==> src/rtl/ps2_teclado_rx.sv <==
// ----------------------------------------------------------------------------
// ps2_teclado_rx
//
// PS/2 keyboard receiver for the game front end. It deserialises 11-bit
// device-to-host frames (start 0, 8 data bits LSB first, odd parity, stop 1)
// and tracks the E0 (extended) and F0 (break) prefixes. It produces
// player-control levels and a start pulse that can replace or be OR-ed with
// the push-button inputs of the game state machines.
//
// Optional build macro:
//   PS2_ARROWS_EN - when defined, the extended left and right arrow keys
//                   (E0 6B, E0 74) drive oIzquierda and oDerecha exactly like
//                   KEY_LEFT and KEY_RIGHT.
//
// Ports:
//   iClk        in   system clock, rising edge
//   iReset      in   asynchronous active-low reset
//   iPs2Clk     in   raw PS/2 clock line (asynchronous)
//   iPs2Data    in   raw PS/2 data line (asynchronous)
//   oScanCode   out  [7:0] last decoded non-prefix scan code
//   oCodeValid  out  one-cycle pulse per decoded non-prefix code
//   oBreak      out  code was preceded by F0 (qualified by oCodeValid)
//   oExtended   out  code was preceded by E0 (qualified by oCodeValid)
//   oIzquierda  out  level, high while KEY_LEFT is held
//   oDerecha    out  level, high while KEY_RIGHT is held
//   oStart      out  one-cycle pulse on the first make of KEY_START
//   oFrameErr   out  one-cycle pulse on parity, stop-bit or timeout error
// ----------------------------------------------------------------------------
module ps2_teclado_rx #(
  parameter int         CLK_HZ     = 50000000,
  parameter int         TIMEOUT_US = 1000,
  parameter logic [7:0] KEY_LEFT   = 8'h1C,
  parameter logic [7:0] KEY_RIGHT  = 8'h23,
  parameter logic [7:0] KEY_START  = 8'h29
) (
  input  logic       iClk,
  input  logic       iReset,
  input  logic       iPs2Clk,
  input  logic       iPs2Data,
  output logic [7:0] oScanCode,
  output logic       oCodeValid,
  output logic       oBreak,
  output logic       oExtended,
  output logic       oIzquierda,
  output logic       oDerecha,
  output logic       oStart,
  output logic       oFrameErr
);

  localparam int unsigned WDOG_LIMIT = (CLK_HZ / 1000000) * TIMEOUT_US;
  localparam int unsigned WDOG_W     = $clog2(WDOG_LIMIT + 1);

  localparam logic [7:0] CODE_EXT   = 8'hE0;
  localparam logic [7:0] CODE_BRK   = 8'hF0;
  localparam logic [7:0] ARROW_LEFT = 8'h6B;
  localparam logic [7:0] ARROW_RIGHT = 8'h74;

  typedef enum logic [1:0] {
    ST_IDLE   = 2'd0,
    ST_DATA   = 2'd1,
    ST_PARITY = 2'd2,
    ST_STOP   = 2'd3
  } state_t;

  // --------------------------------------------------------------------------
  // Input synchronisers and falling-edge detection
  // --------------------------------------------------------------------------
  logic r_ps2clk_s1, r_ps2clk_s2, r_ps2clk_prev;
  logic r_ps2dat_s1, r_ps2dat_s2;
  logic w_fall;
  logic w_ps2dat;

  always_ff @(posedge iClk or negedge iReset) begin
    if (!iReset) begin
      // Lines idle high, so reset to 1 to avoid a false edge after reset.
      r_ps2clk_s1   <= 1'b1;
      r_ps2clk_s2   <= 1'b1;
      r_ps2clk_prev <= 1'b1;
      r_ps2dat_s1   <= 1'b1;
      r_ps2dat_s2   <= 1'b1;
    end else begin
      r_ps2clk_s1   <= iPs2Clk;
      r_ps2clk_s2   <= r_ps2clk_s1;
      r_ps2clk_prev <= r_ps2clk_s2;
      r_ps2dat_s1   <= iPs2Data;
      r_ps2dat_s2   <= r_ps2dat_s1;
    end
  end

  assign w_fall   = r_ps2clk_prev & ~r_ps2clk_s2;
  assign w_ps2dat = r_ps2dat_s2;

  // --------------------------------------------------------------------------
  // Frame FSM: state register / next-state logic / output decode
  // --------------------------------------------------------------------------
  state_t            r_state;
  state_t            w_state_next;
  logic [2:0]        r_bit_cnt;
  logic [7:0]        r_shift;
  logic              r_parity;
  logic [WDOG_W-1:0] r_wdog;

  logic w_start_bit;
  logic w_shift_en;
  logic w_par_en;
  logic w_stop_en;
  logic w_timeout;

  always_ff @(posedge iClk or negedge iReset) begin
    if (!iReset) begin
      r_state <= ST_IDLE;
    end else begin
      r_state <= w_state_next;
    end
  end

  always_comb begin
    w_state_next = r_state;
    if (w_timeout) begin
      w_state_next = ST_IDLE;
    end else begin
      case (r_state)
        ST_IDLE:   if (w_fall && !w_ps2dat)           w_state_next = ST_DATA;
        ST_DATA:   if (w_fall && (r_bit_cnt == 3'd7)) w_state_next = ST_PARITY;
        ST_PARITY: if (w_fall)                        w_state_next = ST_STOP;
        ST_STOP:   if (w_fall)                        w_state_next = ST_IDLE;
        default:                                      w_state_next = ST_IDLE;
      endcase
    end
  end

  always_comb begin
    w_start_bit = 1'b0;
    w_shift_en  = 1'b0;
    w_par_en    = 1'b0;
    w_stop_en   = 1'b0;
    case (r_state)
      ST_IDLE:   w_start_bit = w_fall & ~w_ps2dat;
      ST_DATA:   w_shift_en  = w_fall;
      ST_PARITY: w_par_en    = w_fall;
      ST_STOP:   w_stop_en   = w_fall;
      default:   ;
    endcase
    // A falling edge in the same cycle as the limit still counts as activity.
    w_timeout = (r_state != ST_IDLE) && !w_fall &&
                (r_wdog == WDOG_W'(WDOG_LIMIT - 1));
  end

  // --------------------------------------------------------------------------
  // Shift register, bit counter, parity capture
  // --------------------------------------------------------------------------
  always_ff @(posedge iClk or negedge iReset) begin
    if (!iReset) begin
      r_shift   <= 8'h00;
      r_bit_cnt <= 3'd0;
      r_parity  <= 1'b0;
    end else begin
      if (w_start_bit) begin
        r_bit_cnt <= 3'd0;
      end
      if (w_shift_en) begin
        r_shift   <= {w_ps2dat, r_shift[7:1]};
        r_bit_cnt <= r_bit_cnt + 3'd1;
      end
      if (w_par_en) begin
        r_parity <= w_ps2dat;
      end
    end
  end

  // --------------------------------------------------------------------------
  // Watchdog: counts cycles inside a frame, cleared by every falling edge
  // --------------------------------------------------------------------------
  always_ff @(posedge iClk or negedge iReset) begin
    if (!iReset) begin
      r_wdog <= '0;
    end else if ((r_state == ST_IDLE) || w_fall || w_timeout) begin
      r_wdog <= '0;
    end else begin
      r_wdog <= r_wdog + 1'b1;
    end
  end

  // --------------------------------------------------------------------------
  // Frame check at the stop edge
  // --------------------------------------------------------------------------
  logic       w_frame_ok;
  logic       w_frame_bad;
  logic       r_frame_good;
  logic [7:0] r_frame_byte;
  logic       r_frame_err;

  // Odd parity: data bits plus parity bit must contain an odd number of ones.
  assign w_frame_ok  = w_stop_en & w_ps2dat & (^{r_shift, r_parity});
  assign w_frame_bad = (w_stop_en & ~w_frame_ok) | w_timeout;

  always_ff @(posedge iClk or negedge iReset) begin
    if (!iReset) begin
      r_frame_good <= 1'b0;
      r_frame_byte <= 8'h00;
      r_frame_err  <= 1'b0;
    end else begin
      r_frame_good <= w_frame_ok;
      r_frame_err  <= w_frame_bad;
      if (w_stop_en) begin
        r_frame_byte <= r_shift;
      end
    end
  end

  // --------------------------------------------------------------------------
  // Prefix tracking and code output registers
  // --------------------------------------------------------------------------
  logic       r_ext_flag;
  logic       r_brk_flag;
  logic [7:0] r_scan_code;
  logic       r_code_valid;
  logic       r_break;
  logic       r_extended;
  logic       w_code_now;

  assign w_code_now = r_frame_good && (r_frame_byte != CODE_EXT) &&
                      (r_frame_byte != CODE_BRK);

  always_ff @(posedge iClk or negedge iReset) begin
    if (!iReset) begin
      r_ext_flag   <= 1'b0;
      r_brk_flag   <= 1'b0;
      r_scan_code  <= 8'h00;
      r_code_valid <= 1'b0;
      r_break      <= 1'b0;
      r_extended   <= 1'b0;
    end else begin
      r_code_valid <= 1'b0;
      if (w_frame_bad) begin
        // A corrupted frame may have been part of a multi-byte sequence.
        r_ext_flag <= 1'b0;
        r_brk_flag <= 1'b0;
      end else if (r_frame_good) begin
        if (r_frame_byte == CODE_EXT) begin
          r_ext_flag <= 1'b1;
        end else if (r_frame_byte == CODE_BRK) begin
          r_brk_flag <= 1'b1;
        end else begin
          r_scan_code  <= r_frame_byte;
          r_code_valid <= 1'b1;
          r_break      <= r_brk_flag;
          r_extended   <= r_ext_flag;
          r_ext_flag   <= 1'b0;
          r_brk_flag   <= 1'b0;
        end
      end
    end
  end

  // --------------------------------------------------------------------------
  // Player control levels and start pulse
  // --------------------------------------------------------------------------
  logic w_left_hit;
  logic w_right_hit;
  logic w_start_hit;

`ifdef PS2_ARROWS_EN
  assign w_left_hit  = (!r_ext_flag && (r_frame_byte == KEY_LEFT)) ||
                       ( r_ext_flag && (r_frame_byte == ARROW_LEFT));
  assign w_right_hit = (!r_ext_flag && (r_frame_byte == KEY_RIGHT)) ||
                       ( r_ext_flag && (r_frame_byte == ARROW_RIGHT));
`else
  assign w_left_hit  = !r_ext_flag && (r_frame_byte == KEY_LEFT);
  assign w_right_hit = !r_ext_flag && (r_frame_byte == KEY_RIGHT);
`endif
  assign w_start_hit = !r_ext_flag && (r_frame_byte == KEY_START);

  logic r_izquierda;
  logic r_derecha;
  logic r_start;
  logic r_start_held;

  always_ff @(posedge iClk or negedge iReset) begin
    if (!iReset) begin
      r_izquierda  <= 1'b0;
      r_derecha    <= 1'b0;
      r_start      <= 1'b0;
      r_start_held <= 1'b0;
    end else begin
      r_start <= 1'b0;
      if (w_code_now) begin
        // Make sets, break clears; typematic repeats simply re-set the level.
        if (w_left_hit) begin
          r_izquierda <= ~r_brk_flag;
        end
        if (w_right_hit) begin
          r_derecha <= ~r_brk_flag;
        end
        if (w_start_hit) begin
          if (r_brk_flag) begin
            r_start_held <= 1'b0;
          end else if (!r_start_held) begin
            r_start      <= 1'b1;
            r_start_held <= 1'b1;
          end
        end
      end
    end
  end

  assign oScanCode  = r_scan_code;
  assign oCodeValid = r_code_valid;
  assign oBreak     = r_break;
  assign oExtended  = r_extended;
  assign oIzquierda = r_izquierda;
  assign oDerecha   = r_derecha;
  assign oStart     = r_start;
  assign oFrameErr  = r_frame_err;

endmodule

==> config.mk <==
export PLATFORM = sky130hd
export DESIGN_NAME = ps2_teclado_rx
export DESIGN_NICKNAME = d
export VERILOG_FILES = /design/src/rtl/ps2_teclado_rx.sv
export SDC_FILE = /design/constraint.sdc
export NUM_CORES = 1
export LEC_CHECK = 0
export ABC_AREA = 1
export CORE_ASPECT_RATIO = 0.9
export CORE_MARGIN = 2
export CORE_UTILIZATION = 50
export CTS_CLUSTER_SIZE = 25
export DETAILED_ROUTE_END_ITERATION = 7
export PLACE_DENSITY = 0.7
export SLEW_MARGIN = 20
export SYNTH_ARGS = -nofsm -noshare
export SYNTH_HDL_FRONTEND = slang
export SYNTH_SLANG_ARGS = --single-unit
export TNS_END_PERCENT = 1
==> constraint.sdc <==
create_clock -name iClk -period 1.9 [get_ports iClk]
set_input_delay 0.19 -clock iClk [delete_from_list [all_inputs] [get_ports iClk]]
set_output_delay 0.19 -clock iClk [all_outputs]
set_load 0.1 [all_outputs]
==> impl_metrics.json, run 1 <==
{
  "seq_area_um2": 1560,
  "drt-pass1-iter-count": 4,
  "maxCapViolations": 0,
  "max-slew-margin-rel_pct": 68.6,
  "synth_xor_area_share_pct": 0.588,
  "grt_pass1_wl_um": 9810,
  "gr-total-overflow": 0,
  "cts_made_buffers": 9,
  "dp_hpwl_um": 4070,
  "ir_drop_uv": 879,
  "grtUsageTotal_pct": 18.9,
  "synth_ff_type": "dfrtp_1",
  "synthMuxAreaShare_pct": 0,
  "die_area_um2": 6600,
  "worstMarginPinSlew_ns": 0.471,
  "status": "finished clean",
  "skew_ns": 0.0106,
  "synth_fa_ha_area_share_pct": 3.36,
  "grt_antenna_before_repair": 0,
  "drc": 0,
  "path_max_fanout": 15,
  "design_area_um2": 3510,
  "ys_warn_count": 0,
  "wl_met2_um": 2540,
  "min_period_ns": 1.75,
  "hold_path.class": "in2reg",
  "fillers": 495,
  "yosys.area_share.simple_pct": 29.6,
  "initial_core_util_pct": 52.1,
  "crit_required_ns": 2.13,
  "io_buffer_count": 18,
  "clk_pin_slew_ns": 0.07,
  "ys_seq_area_share_pct": 52.3,
  "synth_enable_flop_cells": 0,
  "wl_met1_um": 2770,
  "grt_pass1_vias": 2219,
  "root_buffer": "clkbuf_8",
  "postSynthAreaPerCell_um2": 8.30,
  "worst-setup-path-type": "reg2reg",
  "gp_congestion": 0.843,
  "vias": 2384,
  "multi_input_comb_area_um2": 1230,
  "die_h_um": 77.2,
  "yosys.cell_types.count": 31,
  "fin_nets": 404,
  "viasPerCell": 5.10,
  "core_area_um2": 5730,
  "wl_um": 5730,
  "insertion_delay_ns": 0.34,
  "report.final.slew_viol_count": 0,
  "synth_nets": 371,
  "synth-seq-cells": 62,
  "met3WireLength_um": 313,
  "final-setup-viol-count": 0,
  "cellPowerDensity_nw_per_um2": 1230,
  "pin_count": 19,
  "wl_per_cell_um": 12.3,
  "synthArstFlopShare_pct": 100,
  "synth_top_family_by_area": "simple AND/OR/NAND/NOR gates",
  "cts_tree": "built",
  "power_w": 0.00433,
  "p_leak_nw": 1.76,
  "worstPathArrival_ns": 1.97,
  "syn2layout_area_growth_pct": 17.8,
  "end_kind": "register",
  "grt_max_degree": 34,
  "top_layer_used": "met4",
  "synth_top_area_cell": "dfrtp_1",
  "synth_compound_area_share_pct": 6.93,
  "synth_top_cell_area_share_pct": 47.9,
  "synthTopCellsByArea": "dfrtp_1 48%, nand2_1 14%, inv_1 5.4%",
  "fp.dieW_um": 85.4,
  "final_hold_viol_count": 0,
  "finalCritPeriodShare_pct": 92.0,
  "clockBufferDepth": 2,
  "syn_inst": 359,
  "ant_nets": 0,
  "synth_area_um2": 2980,
  "num_antenna_cells": 0,
  "drtIter0Drc": 127,
  "drive_above_1_share_pct": 16.6,
  "rows": 26,
  "max_freq_mhz": 572,
  "placed_cell_area_um2": 3260,
  "htree_num_levels": 3,
  "clock_sinks": 62,
  "start_kind": "register"
}
[path summary, 6_finish.rpt]
check	start	to	slack, ns	depth (start not counted)
worst max-delay path	r_wdog[0]$_DFF_PN0_	r_state[0]$_DFFE_PN0P_	0.15	8
worst min-delay path	iPs2Clk	r_ps2clk_s1$_DFF_PN1_	0.26	1
worst max register to register	r_wdog[0]$_DFF_PN0_	r_state[0]$_DFFE_PN0P_	0.15	8
worst min register to register	r_ps2dat_s1$_DFF_PN1_	r_ps2dat_s2$_DFF_PN1_	0.35	0
max in group asynchronous	iReset	r_shift[6]$_DFFE_PN0P_	0.88	4
min in group asynchronous	iReset	r_wdog[9]$_DFF_PN0_	0.33	2
[power breakdown]
part / internal [W] / total (W) / leakage, nW / switching, W
sequential: 0.00154 / 0.00175 / 0.831 / 0.000211
combinational: 0.000438 / 0.00131 / 0.823 / 0.000876
clock: 0.000771 / 0.00126 / 0.110 / 0.000494
[registers in the layout, indices dropped and copies added (netlist names), 2 cells and up]
register	count
r_frame_byte	8
r_shift	8
r_wdog	16
oScanCode	8
r_state	2
r_bit_cnt	3
[worst max-delay path, stage by stage (launching register included)]
cell and delay [ns]:
dfrtp_1 0.39, ha_2 0.22, nand3_2 0.15, nor4_4 0.33, nand2_2 0.24, nand3_1 0.13, nand2_1 0.07, nand2_1 0.07
nand2_1 0.04
[per-stage QoR]
stage | hold slack [ns] | util, % | setup slack (ns) | cells | TNS, ns
6_report | 0.260 | 61.3 | 0.152 | 467 | 0
3_5_place_dp | 0.174 | 57.0 | 0.135 | 450 | 0
3_3_place_gp | 0.170 | 57.0 | 0.188 | 450 | 0
5_1_grt | 0.267 | 61.3 | -0.00276 | 467 | -0.00276
2_1_floorplan | -0.106 | - | 0.294 | 359 | 0
4_1_cts | 0.241 | 60.9 | 0.123 | 467 | 0
[cells in the final DEF (no fill, tap or decap), drive strengths merged]
cell type,Yosys,layout
a211oi,1,1
a21oi,9,9
a22oi,1,1
and3,1,1
buf,4,25
bufinv,0,2
clkbuf,2,12
clkdlybuf4s50,0,2
clkinv,2,4
dfrtp,57,57
dfstp,5,5
dlygate4sd3,0,1
ha,8,8
inv,46,46
nand2,113,113
nand3,19,19
nand4,14,14
nor2,35,35
nor3,7,7
nor4,4,4
o2111ai,1,1
o21a,1,1
o21ai,26,26
or2,1,1
xnor2,2,2
[synthesized netlist by cell type, types with 2 or more instances]
cell        n
a21oi_1     9
buf_2       2
clkbuf_1    2
clkinv_1    2
dfrtp_1    57
dfstp_2     5
ha_1        8
inv_1      43
inv_2       3
nand2_1   112
nand3_1    15
nand3_2     4
nand4_1    14
nor2_1     26
nor2_2      9
nor3_1      6
nor4_1      2
o21ai_0    26
xnor2_1     2
[final cells by class]
class | instances | area share [%]
sequential | 62 | 44.4
multi-input combinational | 243 | 35.1
timing repair buffer | 28 | 6.84
inverter | 48 | 5.13
clock buffer | 12 | 4.13
tap | 70 | 2.49
clock inverter | 4 | 2.00
[cells by family (layout without fill, tap and decap cells)]
kind of cell / count (synthesis) / in the layout
adder cells (fa/ha/maj): 8 / 8
AO/OA/AOI/OAI: 39 / 39
AND/OR/NAND/NOR: 194 / 194
XOR/XNOR: 2 / 2
buffers and inverters: 54 / 92
flip-flops: 62 / 62
[timing repair]
action / 4_1_cts / 5_1_grt
endpoints found under the setup margin: 0 / 13
buffers inserted: 0 / 0
hold buffers: 1 / 0
endpoints found under the hold margin: 20 / 0
resized for setup: 0 / 5
[per-layer routing]
layer / track usage [%] / up-vias
li1: - / 1221
met1: 25.6 / 1096
met2: 28.4 / 54
met3: 4.52 / 13
met4: 9.52 / 0
met5: 0 / -
(Power assumes the default switching activity.)
==> run 2, diff against run 1 <==
CORE_ASPECT_RATIO = 1.75   (was 0.9)
TNS_END_PERCENT = 20   (was 1)
==> impl_metrics.json, run 2 (synthesized netlist as in run 1, its figures left out) <==
{
  "grt_antenna_before_repair": 0,
  "final-setup-viol-count": 0,
  "cellPowerDensity_nw_per_um2": 1240,
  "power_w": 0.00437,
  "hold_path.class": "in2reg",
  "max_flop_register": "r_wdog",
  "vias": 2384,
  "rsz0062_at_grt": "true",
  "hp-start": "iPs2Clk",
  "drt-pass1-iter-count": 4,
  "io_buffer_count": 18,
  "r2r_cells": 8,
  "fillers": 554,
  "fp.dieW_um": 62.4,
  "clockBufferDepth": 2,
  "hold_ws_ns": 0.253,
  "crit_top_cell": "nand2_1",
  "ant_nets": 0,
  "wl_per_cell_um": 12.3,
  "crit_chain": "ha_1, nand3_2, nor4_4, nand2_4, nand3_1, nand2_1, nand2_1, nand2_1",
  "wl_um": 5880,
  "tns_ns": 0,
  "skew_ns": 0.00718,
  "end_kind": "register",
  "initial_core_util_pct": 51.1,
  "die_h_um": 106,
  "grt_max_degree": 63,
  "wl_met1_um": 2260,
  "r2r_setup_slack_ns": 0.19,
  "max_freq_mhz": 585,
  "met3WireLength_um": 191,
  "maxCapViolations": 0,
  "clk_pin_slew_ns": 0.07,
  "worst_r2r_startpoint": "r_wdog[0]$_DFF_PN0_",
  "wl_met2_um": 3180,
  "drive_above_1_share_pct": 17.5,
  "place_inst": 460,
  "finalCritPeriodShare_pct": 89.9,
  "p_leak_nw": 1.78,
  "insertion_delay_ns": 0.34,
  "start_kind": "register",
  "cts_tree": "built",
  "worstMarginPinSlew_ns": 0.347,
  "hold_depth": 1,
  "htree_num_levels": 3,
  "critPathSlowestCell": "dfrtp_1",
  "worst-setup-path-type": "reg2reg",
  "cpPeakStageDelay_ns": 0.39,
  "pin_count": 19,
  "final_hold_viol_count": 0,
  "grt_pass1_wl_um": 10400,
  "grtUsageTotal_pct": 20.4,
  "gp_congestion": 0.825,
  "min_period_ns": 1.71,
  "core_area_um2": 5830,
  "dp_hpwl_um": 4450,
  "num_antenna_cells": 0,
  "path_max_fanout": 15,
  "status": "finished clean",
  "root_buffer": "clkbuf_8",
  "drtIter0Drc": 179,
  "design_area_um2": 3530,
  "largest_reg_flops": 16,
  "rows": 37,
  "gr-total-overflow": 0,
  "stdcell_count": 477,
  "placed_cell_area_um2": 3270,
  "cts_made_buffers": 9,
  "fin_nets": 406,
  "max-slew-margin-rel_pct": 76.6,
  "clock_sinks": 62,
  "die_area_um2": 6620,
  "grt_pass1_vias": 2412,
  "top_layer_used": "met4",
  "hold-path-endpoint": "r_ps2clk_s1$_DFF_PN1_",
  "syn2layout_area_growth_pct": 18.3,
  "most-common-layout-cells": "111 x nand2_1, 57 x dfrtp_1, 42 x inv_1",
  "crit_required_ns": 2.13,
  "drc": 0,
  "ir_drop_uv": 585,
  "r2r-end": "r_state[1]$_DFFE_PN0P_",
  "report.final.slew_viol_count": 0,
  "viasPerCell": 5.00,
  "worstPathArrival_ns": 1.94,
  "final_common_cell": "nand2_1"
}
[run 2: timing repair]
| item | in CTS | in global routing |
|---|---|---|
| setup buffers | 0 | 0 |
| hold buffers | 1 | 0 |
| setup endpoints to repair | 0 | 20 |
| endpoints found under the hold margin | 57 | 0 |
| gates resized for setup | 0 | 7 |
[run 2: how the worst max path moves through the flow]
stage / start / end / cells past startpoint
after floorplan: r_ps2clk_prev$_DFF_PN1_ / oBreak$_DFFE_PN0P_ / 10
after global placement: r_state[1]$_DFFE_PN0P_ / r_wdog[10]$_DFF_PN0_ / 7
after detailed placement: r_wdog[0]$_DFF_PN0_ / oScanCode[4]$_DFFE_PN0P_ / 7
after CTS: r_state[1]$_DFFE_PN0P_ / r_wdog[10]$_DFF_PN0_ / 7
after global routing: r_shift[6]$_DFFE_PN0P_ / r_brk_flag$_DFFE_PN0P_ / 12
final: r_wdog[0]$_DFF_PN0_ / r_state[1]$_DFFE_PN0P_ / 8
[run 2: worst max-delay path, delay by kind of cell (launching register included)]
family                     cells  cell delay, ns
adders and majority gates      1            0.22
and+or+nand+nor                7            0.98
DFF                            1            0.39
[run 2: layer usage]
layer  global-route usage [%]  vias up
met5                        0        -
met1                     20.4     1103
met2                     37.3       49
li1                         -     1217
met4                     13.2        0
met3                     4.76       15
[run 2: where the power goes]
| group | switching [W] | internal [W] |
|---|---|---|
| clock | 0.000488 | 0.000771 |
| combinational | 0.000902 | 0.000457 |
| sequential | 0.000208 | 0.00154 |
| total | 0.00160 | 0.00277 |
[run 2: per-stage QoR]
stage	utilization (%)	setup WS [ns]
final	60.5	0.191
after global routing	60.5	-0.00660
after CTS	60.0	0.0943
after detailed placement	56.1	0.109
after global placement	56.1	0.150
after floorplan	-	0.294
[run 2: layout make-up]
type | count | area, µm² | area share [%]
clock buffer | 12 | 145 | 4.11
inverter | 48 | 180 | 5.11
sequential | 62 | 1560 | 44.2
timing repair buffer | 30 | 243 | 6.88
tap | 78 | 97.6 | 2.77
clock inverter | 4 | 70.1 | 1.99
multi-input combinational | 243 | 1230 | 35.0
==> run 3, diff against run 2 <==
clock period = 1.7 ns   (was 1.9 ns; I/O delays follow)
==> impl_metrics.json, run 3 (synthesized netlist as in run 1, its figures left out) <==
{
  "fillers": 511,
  "final_hold_viol_count": 0,
  "max_flop_register": "r_wdog",
  "grt_pass1_wl_um": 10200,
  "hp-start": "iPs2Clk",
  "cts_made_buffers": 9,
  "fp.dieW_um": 62.4,
  "grt_pass1_vias": 2306,
  "grt_max_degree": 63,
  "max_freq_mhz": 612,
  "root_buffer": "clkbuf_8",
  "die_area_um2": 6620,
  "drive_above_1_share_pct": 24.6,
  "htree_num_levels": 3,
  "path_buf_inv": 1,
  "die_h_um": 106,
  "tns_ns": 0,
  "worst_r2r_startpoint": "r_wdog[1]$_DFF_PN0_",
  "final-setup-viol-count": 0,
  "design_area_um2": 3750,
  "start_kind": "register",
  "drtIter0Drc": 175,
  "final_common_cell": "nand2_1",
  "r2r-end": "r_wdog[12]$_DFF_PN0_",
  "drc": 0,
  "drt-pass1-iter-count": 5,
  "placed_cell_area_um2": 3380,
  "core_area_um2": 5830,
  "hold-path-endpoint": "r_ps2clk_s1$_DFF_PN1_",
  "crit_chain": "ha_2, nand3_4, nor2_4, nand2_1, nor2_2, nand2_1, nor2_2, nand2_1, clkinv_1, nand2_1, a21oi_1",
  "status": "finished clean",
  "viasPerCell": 4.93,
  "cp_top_family": "simple AND/OR/NAND/NOR gates",
  "largest_reg_flops": 16,
  "cellPowerDensity_nw_per_um2": 1380,
  "skew_ns": 0.00794,
  "clk_pin_slew_ns": 0.07,
  "wl_per_cell_um": 12.2,
  "crit_required_ns": 1.96,
  "clock_sinks": 62,
  "worstPathArrival_ns": 1.90,
  "finalCritPeriodShare_pct": 96.2,
  "report.final.slew_viol_count": 0,
  "ir_drop_uv": 608,
  "worst-setup-path-type": "reg2reg",
  "most-common-layout-cells": "107 x nand2_1, 56 x dfrtp_1, 40 x buf_4",
  "end_kind": "register",
  "grt_antenna_before_repair": 0,
  "io_buffer_count": 18,
  "max-slew-margin-rel_pct": 76.8,
  "wl_um": 6080,
  "cpPeakStageDelay_ns": 0.36,
  "hold_depth": 1,
  "min_period_ns": 1.64,
  "crit_top_cell": "nand2_1",
  "gp_congestion": 0.909,
  "dp_hpwl_um": 4400,
  "multi_input_comb_area_um2": 1290,
  "worstMarginPinSlew_ns": 0.345,
  "cts_tree": "built",
  "rsz0062_at_grt": "true",
  "hold_path.class": "in2reg",
  "clockBufferDepth": 2,
  "syn2layout_area_growth_pct": 25.8,
  "critPathSlowestCell": "dfrtp_1",
  "pin_count": 19,
  "initial_core_util_pct": 51.1,
  "seq_area_um2": 1560,
  "vias": 2448,
  "fin_nets": 426,
  "path_max_fanout": 3,
  "gr-total-overflow": 0,
  "insertion_delay_ns": 0.34,
  "ant_nets": 0,
  "p_leak_nw": 1.88,
  "r2r_setup_slack_ns": 0.06,
  "grtUsageTotal_pct": 20.0,
  "num_antenna_cells": 0,
  "rows": 37,
  "maxCapViolations": 0,
  "r2r_cells": 11
}
-- run 3: per-layer routing --
metal,vias to the layer above,track usage [%],part of all wire [%]
li1,1263,-,-
met1,1123,21.9,41
met2,50,35.6,54
met3,12,5.19,3.2
met4,0,9.84,2.1
met5,-,0,0
-- run 3: how the worst max path moves through the flow --
| stage | from | end | slack [ns] | depth (start not counted) |
|---|---|---|---|---|
| finish | r_wdog[1]$_DFF_PN0_ | r_wdog[12]$_DFF_PN0_ | 0.06 | 11 |
| floorplan | r_ps2clk_prev$_DFF_PN1_ | oBreak$_DFFE_PN0P_ | 0.09 | 10 |
| global route | r_wdog[0]$_DFF_PN0_ | r_wdog[13]$_DFF_PN0_ | -0.07 | 10 |
| CTS | r_state[0]$_DFFE_PN0P_ | r_wdog[10]$_DFF_PN0_ | -0.03 | 8 |
| detailed placement | r_wdog[1]$_DFF_PN0_ | oScanCode[2]$_DFFE_PN0P_ | -0.03 | 7 |
| global placement | r_state[0]$_DFFE_PN0P_ | r_wdog[12]$_DFF_PN0_ | -0.01 | 9 |
-- run 3: cell type report --
type | count | share of cell area, %
Clock buffer | 12 | 3.87
Clock inverter | 4 | 1.87
Inverter | 48 | 4.87
Multi-Input combinational cell | 244 | 34.5
Sequential cell | 62 | 41.6
Tap cell | 78 | 2.60
Timing Repair Buffer | 49 | 10.7
-- run 3: stage by stage --
step | hold WS (ns) | worst slack (ns) | power, W | instances | utilization, %
after detailed placement | 0.203 | -0.0290 | 0.00361 | 472 | 57.9
after global routing | 0.223 | -0.0735 | 0.00555 | 497 | 64.3
after global placement | 0.205 | -0.0109 | 0.00357 | 472 | 57.9
after floorplan | -0.126 | 0.0936 | 0.00304 | 359 | -
after CTS | 0.217 | -0.0288 | 0.00505 | 489 | 62.0
final | 0.237 | 0.0648 | 0.00517 | 497 | 64.3
-- run 3: where the power goes --
group	internal, W	switching, W
Combinational	0.000709	0.00109
Clock	0.000861	0.000552
Sequential	0.00173	0.000232
-- run 3: repair_timing --
item,4_1_cts,5_1_grt
cloned,0,2
hold buffers,1,0
pin swaps,0,5
hold endpoints to repair,57,0
endpoints found under the setup margin,17,33
gates resized for setup,4,25
buffers inserted,0,6
